**config.mk**
```make
export PLATFORM = sky130hd
export DESIGN_NAME = mem_arbiter_flat
export DESIGN_NICKNAME = d
export VERILOG_FILES = /design/src/rtl/mem_arb_pkg.sv /design/src/rtl/mem_arbiter_if.sv /design/src/rtl/rr_arbiter2.sv /design/src/rtl/mem_arbiter.sv /design/src/flat_wrapper.sv
export SDC_FILE = /design/constraint.sdc
export NUM_CORES = 1
export LEC_CHECK = 0
export CAP_MARGIN = 20
export CORE_MARGIN = 5
export CORE_UTILIZATION = 37
export CTS_CLUSTER_SIZE = 16
export DETAILED_ROUTE_END_ITERATION = 10
export PLACE_DENSITY = 0.77
export SKIP_CTS_REPAIR_TIMING = 1
export SYNTH_ARGS = -nofsm -noshare
export SYNTH_HDL_FRONTEND = slang
export SYNTH_SLANG_ARGS = --single-unit
```
**constraint.sdc**
```tcl
create_clock -name clk -period 1.6 [get_ports clk]
set_input_delay 0.16 -clock clk [delete_from_list [all_inputs] [get_ports clk]]
set_output_delay 0.16 -clock clk [all_outputs]
set_load 0.01 [all_outputs]
```
**src/rtl/mem_arb_pkg.sv**
```systemverilog
// Shared types for the CPU/debug memory arbiter.
// Holds the FSM state encoding and the owner constants.
package mem_arb_pkg;

  typedef enum logic [1:0] {
    S_IDLE   = 2'd0,
    S_ACCESS = 2'd1,
    S_RESP   = 2'd2
  } state_e;

  localparam logic OWNER_CPU = 1'b0;
  localparam logic OWNER_DBG = 1'b1;

endpackage

```
**src/rtl/mem_arbiter_if.sv**
```systemverilog
// Bus bundle between requesters, arbiter and shared memory.
// master: requesters + memory side; slave: arbiter side.
interface mem_arbiter_if #(
  parameter int AW = 32,
  parameter int DW = 32
);
  logic          cpu_req;
  logic          cpu_rnw;
  logic [AW-1:0] cpu_addr;
  logic [DW-1:0] cpu_wdata;
  logic          cpu_ack;
  logic [DW-1:0] cpu_rdata;
  logic          cpu_stall;
  logic          dbg_req;
  logic          dbg_rnw;
  logic [AW-1:0] dbg_addr;
  logic [DW-1:0] dbg_wdata;
  logic          dbg_ack;
  logic [DW-1:0] dbg_rdata;
  logic          dbg_hold;
  logic          m_sel;
  logic          m_rnw;
  logic [AW-1:0] m_addr;
  logic [DW-1:0] m_data;
  logic [DW-1:0] s_data;
  logic          busy;
  logic          owner;

  modport slave (
    input  cpu_req, cpu_rnw, cpu_addr, cpu_wdata,
    input  dbg_req, dbg_rnw, dbg_addr, dbg_wdata,
    input  dbg_hold, s_data,
    output cpu_ack, cpu_rdata, cpu_stall,
    output dbg_ack, dbg_rdata,
    output m_sel, m_rnw, m_addr, m_data,
    output busy, owner
  );

  modport master (
    output cpu_req, cpu_rnw, cpu_addr, cpu_wdata,
    output dbg_req, dbg_rnw, dbg_addr, dbg_wdata,
    output dbg_hold, s_data,
    input  cpu_ack, cpu_rdata, cpu_stall,
    input  dbg_ack, dbg_rdata,
    input  m_sel, m_rnw, m_addr, m_data,
    input  busy, owner
  );
endinterface

```
**src/rtl/rr_arbiter2.sv**
```systemverilog
// Two-way round-robin pick between CPU and debug.
// Ports: cpu_i/dbg_i eligible reqs, last_i last served, pick_o/any_o.
import mem_arb_pkg::*;

module rr_arbiter2 (
  input  logic cpu_i,
  input  logic dbg_i,
  input  logic last_i,
  output logic pick_o,
  output logic any_o
);

  assign any_o = cpu_i | dbg_i;

  // Debug wins when alone, or on a tie if the CPU went last.
  assign pick_o = dbg_i &
                  (~cpu_i | (last_i == OWNER_CPU));

endmodule

```
**src/rtl/mem_arbiter.sv**
```systemverilog
// Arbitrates CPU and debug ports onto one shared memory.
// Ports: clk, rst (sync, active high), bus (slave modport).
import mem_arb_pkg::*;

module mem_arbiter #(
  parameter int MEM_LAT = 1,
  parameter int AW      = 32,
  parameter int DW      = 32
) (
  input  logic         clk,
  input  logic         rst,
  mem_arbiter_if.slave bus
);

  localparam logic [3:0] LAST = 4'(MEM_LAT - 1);

  state_e        state_q, state_d;
  logic [3:0]    cnt_q, cnt_d;
  logic          own_q, own_d;
  logic          last_q, last_d;
  logic          rnw_q, rnw_d;
  logic [AW-1:0] addr_q, addr_d;
  logic [DW-1:0] wdata_q, wdata_d;
  logic [DW-1:0] rdata_q, rdata_d;
  logic          cpu_el, pick, any;
  logic          sel, cack, dack;

  // Held-off CPU requests are simply not eligible.
  assign cpu_el = bus.cpu_req & ~bus.dbg_hold;

  rr_arbiter2 u_rr (
    .cpu_i  (cpu_el),
    .dbg_i  (bus.dbg_req),
    .last_i (last_q),
    .pick_o (pick),
    .any_o  (any)
  );

  always_ff @(posedge clk) begin
    if (rst) begin
      state_q <= S_IDLE;
      cnt_q   <= '0;
      own_q   <= OWNER_CPU;
      last_q  <= OWNER_DBG;
      rnw_q   <= 1'b1;
      addr_q  <= '0;
      wdata_q <= '0;
      rdata_q <= '0;
    end else begin
      state_q <= state_d;
      cnt_q   <= cnt_d;
      own_q   <= own_d;
      last_q  <= last_d;
      rnw_q   <= rnw_d;
      addr_q  <= addr_d;
      wdata_q <= wdata_d;
      rdata_q <= rdata_d;
    end
  end

  always_comb begin
    state_d = state_q;
    cnt_d   = cnt_q;
    own_d   = own_q;
    last_d  = last_q;
    rnw_d   = rnw_q;
    addr_d  = addr_q;
    wdata_d = wdata_q;
    rdata_d = rdata_q;
    unique case (state_q)
      S_IDLE: begin
        if (any) begin
          own_d   = pick;
          cnt_d   = '0;
          state_d = S_ACCESS;
          if (pick == OWNER_DBG) begin
            rnw_d   = bus.dbg_rnw;
            addr_d  = bus.dbg_addr;
            wdata_d = bus.dbg_wdata;
          end else begin
            rnw_d   = bus.cpu_rnw;
            addr_d  = bus.cpu_addr;
            wdata_d = bus.cpu_wdata;
          end
        end
      end
      S_ACCESS: begin
        if (cnt_q == LAST) begin
          if (rnw_q) rdata_d = bus.s_data;
          cnt_d   = '0;
          state_d = S_RESP;
        end else begin
          cnt_d = cnt_q + 4'd1;
        end
      end
      S_RESP: begin
        last_d  = own_q;
        state_d = S_IDLE;
      end
      default: state_d = S_IDLE;
    endcase
  end

  assign sel  = (state_q == S_ACCESS);
  assign cack = (state_q == S_RESP) &
                (own_q == OWNER_CPU);
  assign dack = (state_q == S_RESP) &
                (own_q == OWNER_DBG);

  assign bus.m_sel     = sel;
  assign bus.m_rnw     = sel ? rnw_q : 1'b1;
  assign bus.m_addr    = addr_q;
  assign bus.m_data    = wdata_q;
  assign bus.cpu_ack   = cack;
  assign bus.dbg_ack   = dack;
  assign bus.cpu_rdata = cack ? rdata_q : '0;
  assign bus.dbg_rdata = dack ? rdata_q : '0;
  assign bus.cpu_stall = bus.cpu_req & ~cack;
  assign bus.busy      = (state_q != S_IDLE);
  assign bus.owner     = own_q;

endmodule

```
**src/flat_wrapper.sv**
```systemverilog
// flat-port wrapper written by rule: the top's interface ports become plain ports
module mem_arbiter_flat 
#(
  parameter int MEM_LAT = 1,
  parameter int AW      = 32,
  parameter int DW      = 32
)
  (clk, rst, bus_cpu_req, bus_cpu_rnw, bus_cpu_addr, bus_cpu_wdata, bus_dbg_req, bus_dbg_rnw, bus_dbg_addr, bus_dbg_wdata, bus_dbg_hold, bus_s_data, bus_cpu_ack, bus_cpu_rdata, bus_cpu_stall, bus_dbg_ack, bus_dbg_rdata, bus_m_sel, bus_m_rnw, bus_m_addr, bus_m_data, bus_busy, bus_owner);
  mem_arbiter_if #(.AW(AW), .DW(DW)) bus_i ();
  input  logic clk;
  input  logic rst;
  input wire logic [$bits(bus_i.cpu_req)-1:0] bus_cpu_req;
  input wire logic [$bits(bus_i.cpu_rnw)-1:0] bus_cpu_rnw;
  input wire logic [$bits(bus_i.cpu_addr)-1:0] bus_cpu_addr;
  input wire logic [$bits(bus_i.cpu_wdata)-1:0] bus_cpu_wdata;
  input wire logic [$bits(bus_i.dbg_req)-1:0] bus_dbg_req;
  input wire logic [$bits(bus_i.dbg_rnw)-1:0] bus_dbg_rnw;
  input wire logic [$bits(bus_i.dbg_addr)-1:0] bus_dbg_addr;
  input wire logic [$bits(bus_i.dbg_wdata)-1:0] bus_dbg_wdata;
  input wire logic [$bits(bus_i.dbg_hold)-1:0] bus_dbg_hold;
  input wire logic [$bits(bus_i.s_data)-1:0] bus_s_data;
  output wire logic [$bits(bus_i.cpu_ack)-1:0] bus_cpu_ack;
  output wire logic [$bits(bus_i.cpu_rdata)-1:0] bus_cpu_rdata;
  output wire logic [$bits(bus_i.cpu_stall)-1:0] bus_cpu_stall;
  output wire logic [$bits(bus_i.dbg_ack)-1:0] bus_dbg_ack;
  output wire logic [$bits(bus_i.dbg_rdata)-1:0] bus_dbg_rdata;
  output wire logic [$bits(bus_i.m_sel)-1:0] bus_m_sel;
  output wire logic [$bits(bus_i.m_rnw)-1:0] bus_m_rnw;
  output wire logic [$bits(bus_i.m_addr)-1:0] bus_m_addr;
  output wire logic [$bits(bus_i.m_data)-1:0] bus_m_data;
  output wire logic [$bits(bus_i.busy)-1:0] bus_busy;
  output wire logic [$bits(bus_i.owner)-1:0] bus_owner;
  assign bus_i.cpu_req = bus_cpu_req;
  assign bus_i.cpu_rnw = bus_cpu_rnw;
  assign bus_i.cpu_addr = bus_cpu_addr;
  assign bus_i.cpu_wdata = bus_cpu_wdata;
  assign bus_i.dbg_req = bus_dbg_req;
  assign bus_i.dbg_rnw = bus_dbg_rnw;
  assign bus_i.dbg_addr = bus_dbg_addr;
  assign bus_i.dbg_wdata = bus_dbg_wdata;
  assign bus_i.dbg_hold = bus_dbg_hold;
  assign bus_i.s_data = bus_s_data;
  assign bus_cpu_ack = bus_i.cpu_ack;
  assign bus_cpu_rdata = bus_i.cpu_rdata;
  assign bus_cpu_stall = bus_i.cpu_stall;
  assign bus_dbg_ack = bus_i.dbg_ack;
  assign bus_dbg_rdata = bus_i.dbg_rdata;
  assign bus_m_sel = bus_i.m_sel;
  assign bus_m_rnw = bus_i.m_rnw;
  assign bus_m_addr = bus_i.m_addr;
  assign bus_m_data = bus_i.m_data;
  assign bus_busy = bus_i.busy;
  assign bus_owner = bus_i.owner;
  mem_arbiter #(.MEM_LAT(MEM_LAT), .AW(AW), .DW(DW)) u_core (.clk(clk), .rst(rst), .bus(bus_i));
endmodule
```
==> qor.csv, run 1 <==
metric,value,unit
critPathCaptureType,output pin,
antenna_found_initial,0,
hold_path_class,in -> reg,
crit_end,bus_cpu_rdata[2],
rsz0062_at_grt,yes,
power_density,823,mW/mm^2
wl,20500,um
ys_ff_latch,105,
postLayoutCoreUtil,70.3,%
postSynthCellCount,623,
ys_seq_area_share,44.0,%
period_minus_slack,1.86,ns
gp_congestion,0.864,
path_class,reg -> out,
synthesis.area,0.00477,mm^2
ir_drop,0.596,mV
grt_max_degree,53,
fin_hold_ws,0.324,ns
nets,1106,
grt_pass1_vias,5418,
reg2reg_from,u_core.cnt_q[1],
core,0.0126,mm^2
worst-r2r-cell-count,7,
hold_viol_final,0,
first_iter_violations,379,
worst-path-max-fanout,4,
dr.pass1.iters,4,
max_slew_margin,60.2,%
cts-buffers-inserted,9,
die_h,124,um
rows,41,
insertion_delay,0.35,ns
port_buffers,301,
multi_input_area,0.00254,mm^2
cts_tree,done,
postSynthAreaPerCell,7.66,um^2
yosys_warnings,0,
clk_pin_slew,0.07,ns
cts_sinks,105,
regArea,0.00210,mm^2
wl_per_cell,18.4,um
finalMaxSlewViolations,0,
status,finished with violations,
min_period_over_period,116,%
crit_arrival,1.70,ns
pin_count,302,
p_leak,3.69,nW
drive_gt1_share,20.5,%
htreeDepth,3,
syn2layout_area_growth,85.9,%
rrSetupSlack,-0.03,ns
violations,negative setup slack,
via_count,5670,
clock_skew,0.00681,ns
finalPower,0.00730,W
grt_first_pass_wirelength,27500,um
required,1.44,ns
postSynthNetCount,792,
dp_hpwl,14200,um
setup_slack,-0.258,ns
cts-root-buf,clkbuf_16,
tightest_slew,0.597,ns
crit_path_start,u_core.state_q[0],
dieWidth,124,um
final_antenna_net_count,0,
vias_per_cell,5.09,
clockBufferDepth,2,
grt_overflow,0,
dieArea,0.0153,mm^2
dpl_cell_area,0.00812,mm^2
setup_viol,58,
fillers,987,
drv_cap,0,
critPathLaunchType,flip-flop,
grt_use_total,23.1,%
yosysUniqueCellTypes,35,
start_util,37.8,%
reg2reg_to,u_core.rdata_q[29],
fmax,0.538,GHz
final_area,0.00887,mm^2
post-route-drc-count,0,
==> worst max-delay path, cell delays in order, from the launching register on <==
cell and delay [ns]:
dfxtp_2 0.32, nand2b_4 0.16, nor2_4 0.18, buf_12 0.13
buf_12 0.10, clkbuf_16 0.13, buf_6 0.10, and2_4 0.14
buf_6 0.09
==> layer usage <==
metal,vias to the layer above,share of wire [%],GRT usage [%]
li1,2717,-,-
met1,2664,37,25.3
met2,242,51,40.6
met3,47,8.1,7.67
met4,0,3.6,9.90
met5,-,0,0
==> area by class of cell <==
type,instances,area share [%]
timing repair buffer,356,41.6
multi-input combinational,460,28.6
sequential,105,23.7
clock buffer,12,2.89
tap,172,2.42
clock inverter,3,0.451
inverter,5,0.240
antenna,1,0.0282
==> Yosys cell counts <==
cell type / number / area, um^2
a21boi_0: 1 / 7.51
nor3b_2: 1 / 12.5
a211oi_1: 60 / 450
ha_1: 2 / 25.0
dfxtp_1: 105 / 2100
clkbuf_1: 20 / 75.1
a211o_1: 1 / 8.76
nand3_1: 2 / 10.0
nand2b_1: 2 / 12.5
nand2_1: 132 / 495
nor2b_1: 1 / 6.26
nor2_2: 1 / 6.26
and3_1: 1 / 6.26
nand3b_1: 1 / 7.51
o21ai_2: 1 / 8.76
inv_2: 1 / 3.75
inv_1: 4 / 15.0
nor2_1: 70 / 263
nor3_1: 6 / 30.0
and2_1: 65 / 407
a31oi_1: 2 / 12.5
o21a_1: 1 / 7.51
a21oi_1: 99 / 495
and4b_1: 1 / 10.0
nor4b_1: 1 / 8.76
a211oi_2: 4 / 50.1
nor2b_2: 1 / 8.76
a22oi_1: 1 / 7.51
buf_6: 1 / 11.3
nand2b_2: 1 / 8.76
buf_4: 10 / 75.1
o31a_1: 1 / 8.76
xnor2_1: 1 / 8.76
buf_1: 1 / 3.75
buf_2: 21 / 105
==> sequential cells by signal, indices dropped and copies added, names as in the netlist <==
name               cells
u_core.last_q          1
u_core.bus.m_data     32
u_core.cnt_q           4
u_core.state_q         2
u_core.bus.owner       1
u_core.bus.m_addr     32
u_core.rnw_q           1
u_core.rdata_q        32
==> layout by cell type (no fill, tap or decap), types with 14 or more instances in the layout <==
cell type          n
buf_12            14
clkdlybuf4s50_1  230
and2_1            26
nand2_1          131
a211oi_1          59
buf_4             22
a21oi_1           99
nor2_1            68
buf_6             50
dfxtp_1          103
and2_4            38
clkbuf_16         14
buf_2             18
==> cell families after synthesis <==
family          synth area share [%]
xor+xnor                       0.183
fa+ha+maj                      0.524
buf+inv                         6.05
compound gates                  22.1
simple gates                    27.1
flops                           44.0
==> how the worst min path moves through the flow <==
stage	startpoint	endpoint	slack, ns	cells past startpoint
6_report	rst	u_core.cnt_q[0]	0.32	2
5_1_grt	rst	u_core.state_q[0]	0.34	2
4_1_cts	rst	u_core.state_q[0]	0.30	2
3_5_place_dp	u_core.rdata_q[27]	u_core.rdata_q[27]	0.46	2
3_3_place_gp	u_core.rdata_q[27]	u_core.rdata_q[27]	0.45	2
2_1_floorplan	bus_s_data[0]	u_core.rdata_q[0]	0.30	2
==> through the flow <==
step | setup WS [ns] | cells | setup TNS [ns]
floorplan | 0.150 | 623 | 0
global placement | -0.127 | 1073 | -10.04
detailed placement | -0.251 | 1073 | -16.52
CTS | -0.562 | 1088 | -34.03
global route | -0.323 | 1113 | -10.91
finish | -0.258 | 1114 | -7.23
==> where the power goes <==
group | internal (W) | switching, W | total (W)
registers | 0.00286 | 0.000154 | 0.00302
clock network | 0.00129 | 0.000956 | 0.00224
logic | 0.00114 | 0.000905 | 0.00204
total | 0.00528 | 0.00202 | 0.00730
Note: power is estimated with default switching activity, not from simulation.
==> run 2, diff against run 1 <==
--- a/config.mk
+++ b/config.mk
@@ -6,5 +6,4 @@
 export NUM_CORES = 1
 export LEC_CHECK = 0
-export CAP_MARGIN = 20
 export CORE_MARGIN = 5
 export CORE_UTILIZATION = 37
==> constraint.sdc (replaced) <==
create_clock -name clk -period 1.6 [get_ports clk]
set_input_delay 0.16 -clock clk [delete_from_list [all_inputs] [get_ports clk]]
set_output_delay 0.16 -clock clk [all_outputs]
set_load 0.1 [all_outputs]
==> qor.csv, run 2 (synthesized netlist as in run 1, its figures left out) <==
metric,value,unit
status,finished with violations,
violations,negative setup slack,
grt_overflow,0,
grt_max_degree,50,
grt_use_total,25.1,%
critPathLaunchType,flip-flop,
multi_input_area,0.00261,mm^2
slowest_delay,0.36,ns
p_leak,4.06,nW
setup_slack,-0.211,ns
dp_hpwl,15200,um
critPathCaptureType,output pin,
clockBufferDepth,2,
p_comb_share,40.4,%
insertion_delay,0.35,ns
p_sw,0.00362,W
drv_cap,0,
htreeDepth,3,
dpl_cell_area,0.00962,mm^2
power.internal,0.00585,W
rrSetupSlack,-0.02,ns
rows,41,
hold_path_class,in -> reg,
dieWidth,124,um
cts-root-buf,clkbuf_16,
tns,-11.56,ns
setup_viol,68,
finalPower,0.00948,W
tightest_slew,0.509,ns
required,1.44,ns
ir_drop,0.637,mV
core,0.0126,mm^2
worst-r2r-cell-count,7,
antenna_cells,0,
crit_path_cell_trace,"nand2b_4, nor2_4, buf_12, buf_12, and2_4, buf_12",
use_met2,45.4,%
finalMaxSlewViolations,0,
min_period_over_period,113,%
reg2reg_from,u_core.cnt_q[1],
dp_worst_setup_slack,-0.237,ns
fmax,0.552,GHz
worst-path-max-fanout,9,
period_minus_slack,1.81,ns
grt_busiest_layer,met2,
pin_count,302,
vias_per_cell,5.37,
holdPathStages,2,
dr.pass1.iters,7,
hold_viol_final,0,
clk_pin_slew,0.08,ns
mostFrequentLayoutCells,"clkdlybuf4s50_1 (165), buf_12 (147), nand2_1 (131), dfxtp_1 (102), a21oi_1 (99)",
cts-buffers-inserted,9,
syn2layout_area_growth,113,%
cts_tree,done,
final_common_cell,clkdlybuf4s50_1,
rsz0062_at_grt,yes,
grt_pass1_vias,5735,
die_h,124,um
crit_path_start,u_core.state_q[0],
gp_congestion,0.867,
power_density,932,mW/mm^2
nets,1089,
first_iter_violations,493,
drive_gt1_share,29.8,%
netSwitchingFraction,38.2,%
start_util,37.8,%
via_count,5889,
final_area,0.0102,mm^2
path_class,reg -> out,
cts_sinks,105,
final_antenna_net_count,0,
hp-start,rst,
postLayoutCoreUtil,80.6,%
wl,22000,um
use_met1,27.9,%
clock_skew,0.00897,ns
crit_slowest_cell,dfxtp_4,
wl_per_cell,20.1,um
regArea,0.00211,mm^2
max_slew_margin,66.0,%
antenna_found_initial,0,
dieArea,0.0153,mm^2
fillers,741,
grt_first_pass_wirelength,30000,um
crit_top_cell,buf_12,
post-route-drc-count,0,
crit_arrival,1.65,ns
port_buffers,301,
use_met3,5.45,%
p_clk_share,26.6,%
seqPwrFrac,33.0,%
run 2: stage by stage:
step / hold WS [ns] / std cells
floorplan: 0.296 / 623
global route: 0.305 / 1097
CTS: 0.262 / 1087
detailed placement: 0.456 / 1071
global placement: 0.452 / 1071
finish: 0.276 / 1097
run 2: critical path: cells and delay by family, from the launching register on:
| family | cells | cell delay [ns] |
|---|---|---|
| buffers and inverters | 3 | 0.45 |
| DFF | 1 | 0.36 |
| and+or+nand+nor | 3 | 0.47 |
run 2: final cells by class:
cell class                 count  share of cell area, %
timing repair buffer         339                   48.0
multi-input combinational    460                   25.6
sequential                   105                   20.8
clock buffer                  10                   2.46
tap                          172                   2.12
clock inverter                 6                  0.861
inverter                       5                  0.209
run 2: final timing paths:
| kind | end |
|---|---|
| worst max-delay path | bus_dbg_rdata[30] |
| worst min register to register | u_core.rdata_q[18] |
| worst max register to register | u_core.rdata_q[28] |
| worst min-delay path | u_core.cnt_q[0] |
run 2: routing by layer:
layer,up-vias,part of all wire [%],wire [um]
met4,0,4.2,920
met2,315,53,11600
met5,-,0,0
met1,2824,35,7790
met3,67,7.9,1730
li1,2683,-,-
run 2: power groups by stage:
stage / Sequential [W] / Combinational [W] / Clock, W
floorplan: 0.00437 / 0.000869 / 0
global route: 0.00315 / 0.00398 / 0.00265
finish: 0.00313 / 0.00383 / 0.00252
global placement: 0.00315 / 0.00368 / 0
CTS: 0.00312 / 0.00376 / 0.00253
detailed placement: 0.00317 / 0.00374 / 0
==> run 3, diff against run 2 <==
Settings changed: CORE_UTILIZATION 37 to 38, PLACE_DENSITY 0.77 to 0.78, SYNTH_HIERARCHICAL set to 1.
==> qor.csv, run 3 <==
metric,value,unit
setup_viol,66,
synth_top_area_cell,dfxtp_1,
syn2layout_area_growth,115,%
gp_congestion,0.828,
p_comb_share,43.1,%
pin_count,302,
postLayoutCoreUtil,84.0,%
p_leak,4.26,nW
synthTopCellsByArea,"dfxtp_1 (42%), mux2i_1 (13%), a211oi_1 (8.9%)",
grt_max_degree,43,
via_count,5516,
first_iter_violations,351,
core,0.0127,mm^2
wl_per_cell,20.5,um
p_sw,0.00363,W
seqPwrFrac,33.5,%
ys.flop_type,dfxtp_1,
ys_seq_area_share,42.2,%
ys_ff_latch,105,
setup_slack,-0.118,ns
synth_edf_count,0,
mostFrequentLayoutCells,"clkdlybuf4s50_1 (163), buf_12 (147), dfxtp_1 (101), nor2_1 (66), mux2i_1 (65)",
max_slew_margin,65.8,%
dieArea,0.0155,mm^2
cts_tree,done,
vias_per_cell,5.23,
hold_path_class,in -> reg,
yosysUniqueCellTypes,35,
nets,1046,
tightest_slew,0.512,ns
clock_skew,0.0118,ns
cts_sinks,105,
rows,41,
crit_arrival,1.56,ns
yosysMostFrequentCell,dfxtp_1,
path_class,reg -> out,
synthTopCellsByCount,"dfxtp_1 (105), nor2_1 (68), mux2i_1 (65), and2_1 (64), a211oi_1 (59)",
postSynthNetCount,731,
synthesis.area,0.00498,mm^2
post-route-drc-count,0,
antenna_cells,0,
die_h,124,um
power_density,874,mW/mm^2
synth_top_area_share,42.2,%
final_antenna_net_count,0,
fmax,0.582,GHz
netSwitchingFraction,38.9,%
cts-root-buf,clkbuf_16,
p_clk_share,23.4,%
grt_use_total,23.8,%
dp_hpwl,15500,um
violations,negative setup slack,
ys_async_sr_fraction,0,%
period_minus_slack,1.72,ns
rsz0062_at_grt,yes,
port_buffers,301,
final_common_cell,clkdlybuf4s50_1,
clk_pin_slew,0.08,ns
status,finished with violations,
drive_gt1_share,36.5,%
grt_first_pass_wirelength,30200,um
dr.pass1.iters,5,
htreeDepth,3,
wl,21600,um
ir_drop,0.655,mV
grt_pass1_vias,5650,
required,1.44,ns
hold_viol_final,0,
drv_cap,0,
dp_worst_setup_slack,-0.578,ns
dieWidth,124,um
insertion_delay,0.33,ns
worst-path-max-fanout,8,
critPathLaunchType,flip-flop,
critPathCaptureType,output pin,
min_period_over_period,107,%
grt_overflow,0,
yosys_warnings,6,
postSynthAreaPerCell,8.86,um^2
clockBufferDepth,2,
start_util,39.1,%
power.internal,0.00571,W
cts-buffers-inserted,9,
antenna_found_initial,0,
finalMaxSlewViolations,0,
postSynthCellCount,562,
## run 3: metrics by stage
| step | cells | total power, W | area, um^2 | hold WS (ns) | TNS, ns |
|---|---|---|---|---|---|
| floorplan | 562 | 0.00525 | 5140 | 0.308 | -4.53 |
| global placement | 1012 | 0.00688 | 9840 | 0.471 | -29.85 |
| detailed placement | 1012 | 0.00697 | 9840 | 0.487 | -30.47 |
| CTS | 1028 | 0.00913 | 10100 | 0.272 | -16.98 |
| global route | 1054 | 0.00965 | 10700 | 0.298 | -9.37 |
| finish | 1054 | 0.00934 | 10700 | 0.301 | -5.24 |
## run 3: cell type report
class | instances | area, um^2
Clock buffer | 11 | 253
Clock inverter | 5 | 47.5
Fill cell | 632 | 2030
Inverter | 5 | 22.5
Multi-Input combinational cell | 396 | 2890
Sequential cell | 105 | 2110
Tap cell | 172 | 215
Timing Repair Buffer | 360 | 5150
## run 3: worst max-delay path: stages (launching register included)
cell	delay, ns
dfxtp_2	0.32
nand2b_4	0.15
nor2_4	0.12
buf_12	0.14
buf_6	0.15
and2_4	0.17
buf_12	0.17
## run 3: final timing paths
check | cells after the start | from | slack [ns] | to
worst max-delay path | 6 | u_core/state_q[0] | -0.12 | bus_dbg_rdata[22]
worst max register to register | 6 | u_core/cnt_q[0] | -0.03 | u_core/rdata_q[11]
worst min-delay path | 2 | rst | 0.30 | u_core/bus.owner
worst min register to register | 2 | u_core/rdata_q[17] | 0.50 | u_core/rdata_q[17]
## run 3: cell families after synthesis
| group | after synthesis | synth area share, % |
|---|---|---|
| fa+ha+maj | 2 | 0.503 |
| simple gates | 188 | 19.5 |
| flops | 105 | 42.2 |
| compound gates | 140 | 18.1 |
| buf+inv | 61 | 6.33 |
| mux | 66 | 13.3 |
## run 3: power groups by stage
stage / Clock (W) / Combinational (W) / Sequential, W
floorplan: 0 / 0.000857 / 0.00440
global placement: 0 / 0.00372 / 0.00316
global route: 0.00234 / 0.00415 / 0.00315
finish: 0.00219 / 0.00403 / 0.00313
CTS: 0.00221 / 0.00380 / 0.00312
detailed placement: 0 / 0.00379 / 0.00318
## run 3: layer usage
metal  track usage, %  share of wire, %  wire length (um)
met5                0                 0                 0
met3             5.75               6.8              1470
met1             26.1                36              7840
met4             7.93               2.9               623
met2             44.5                54             11700
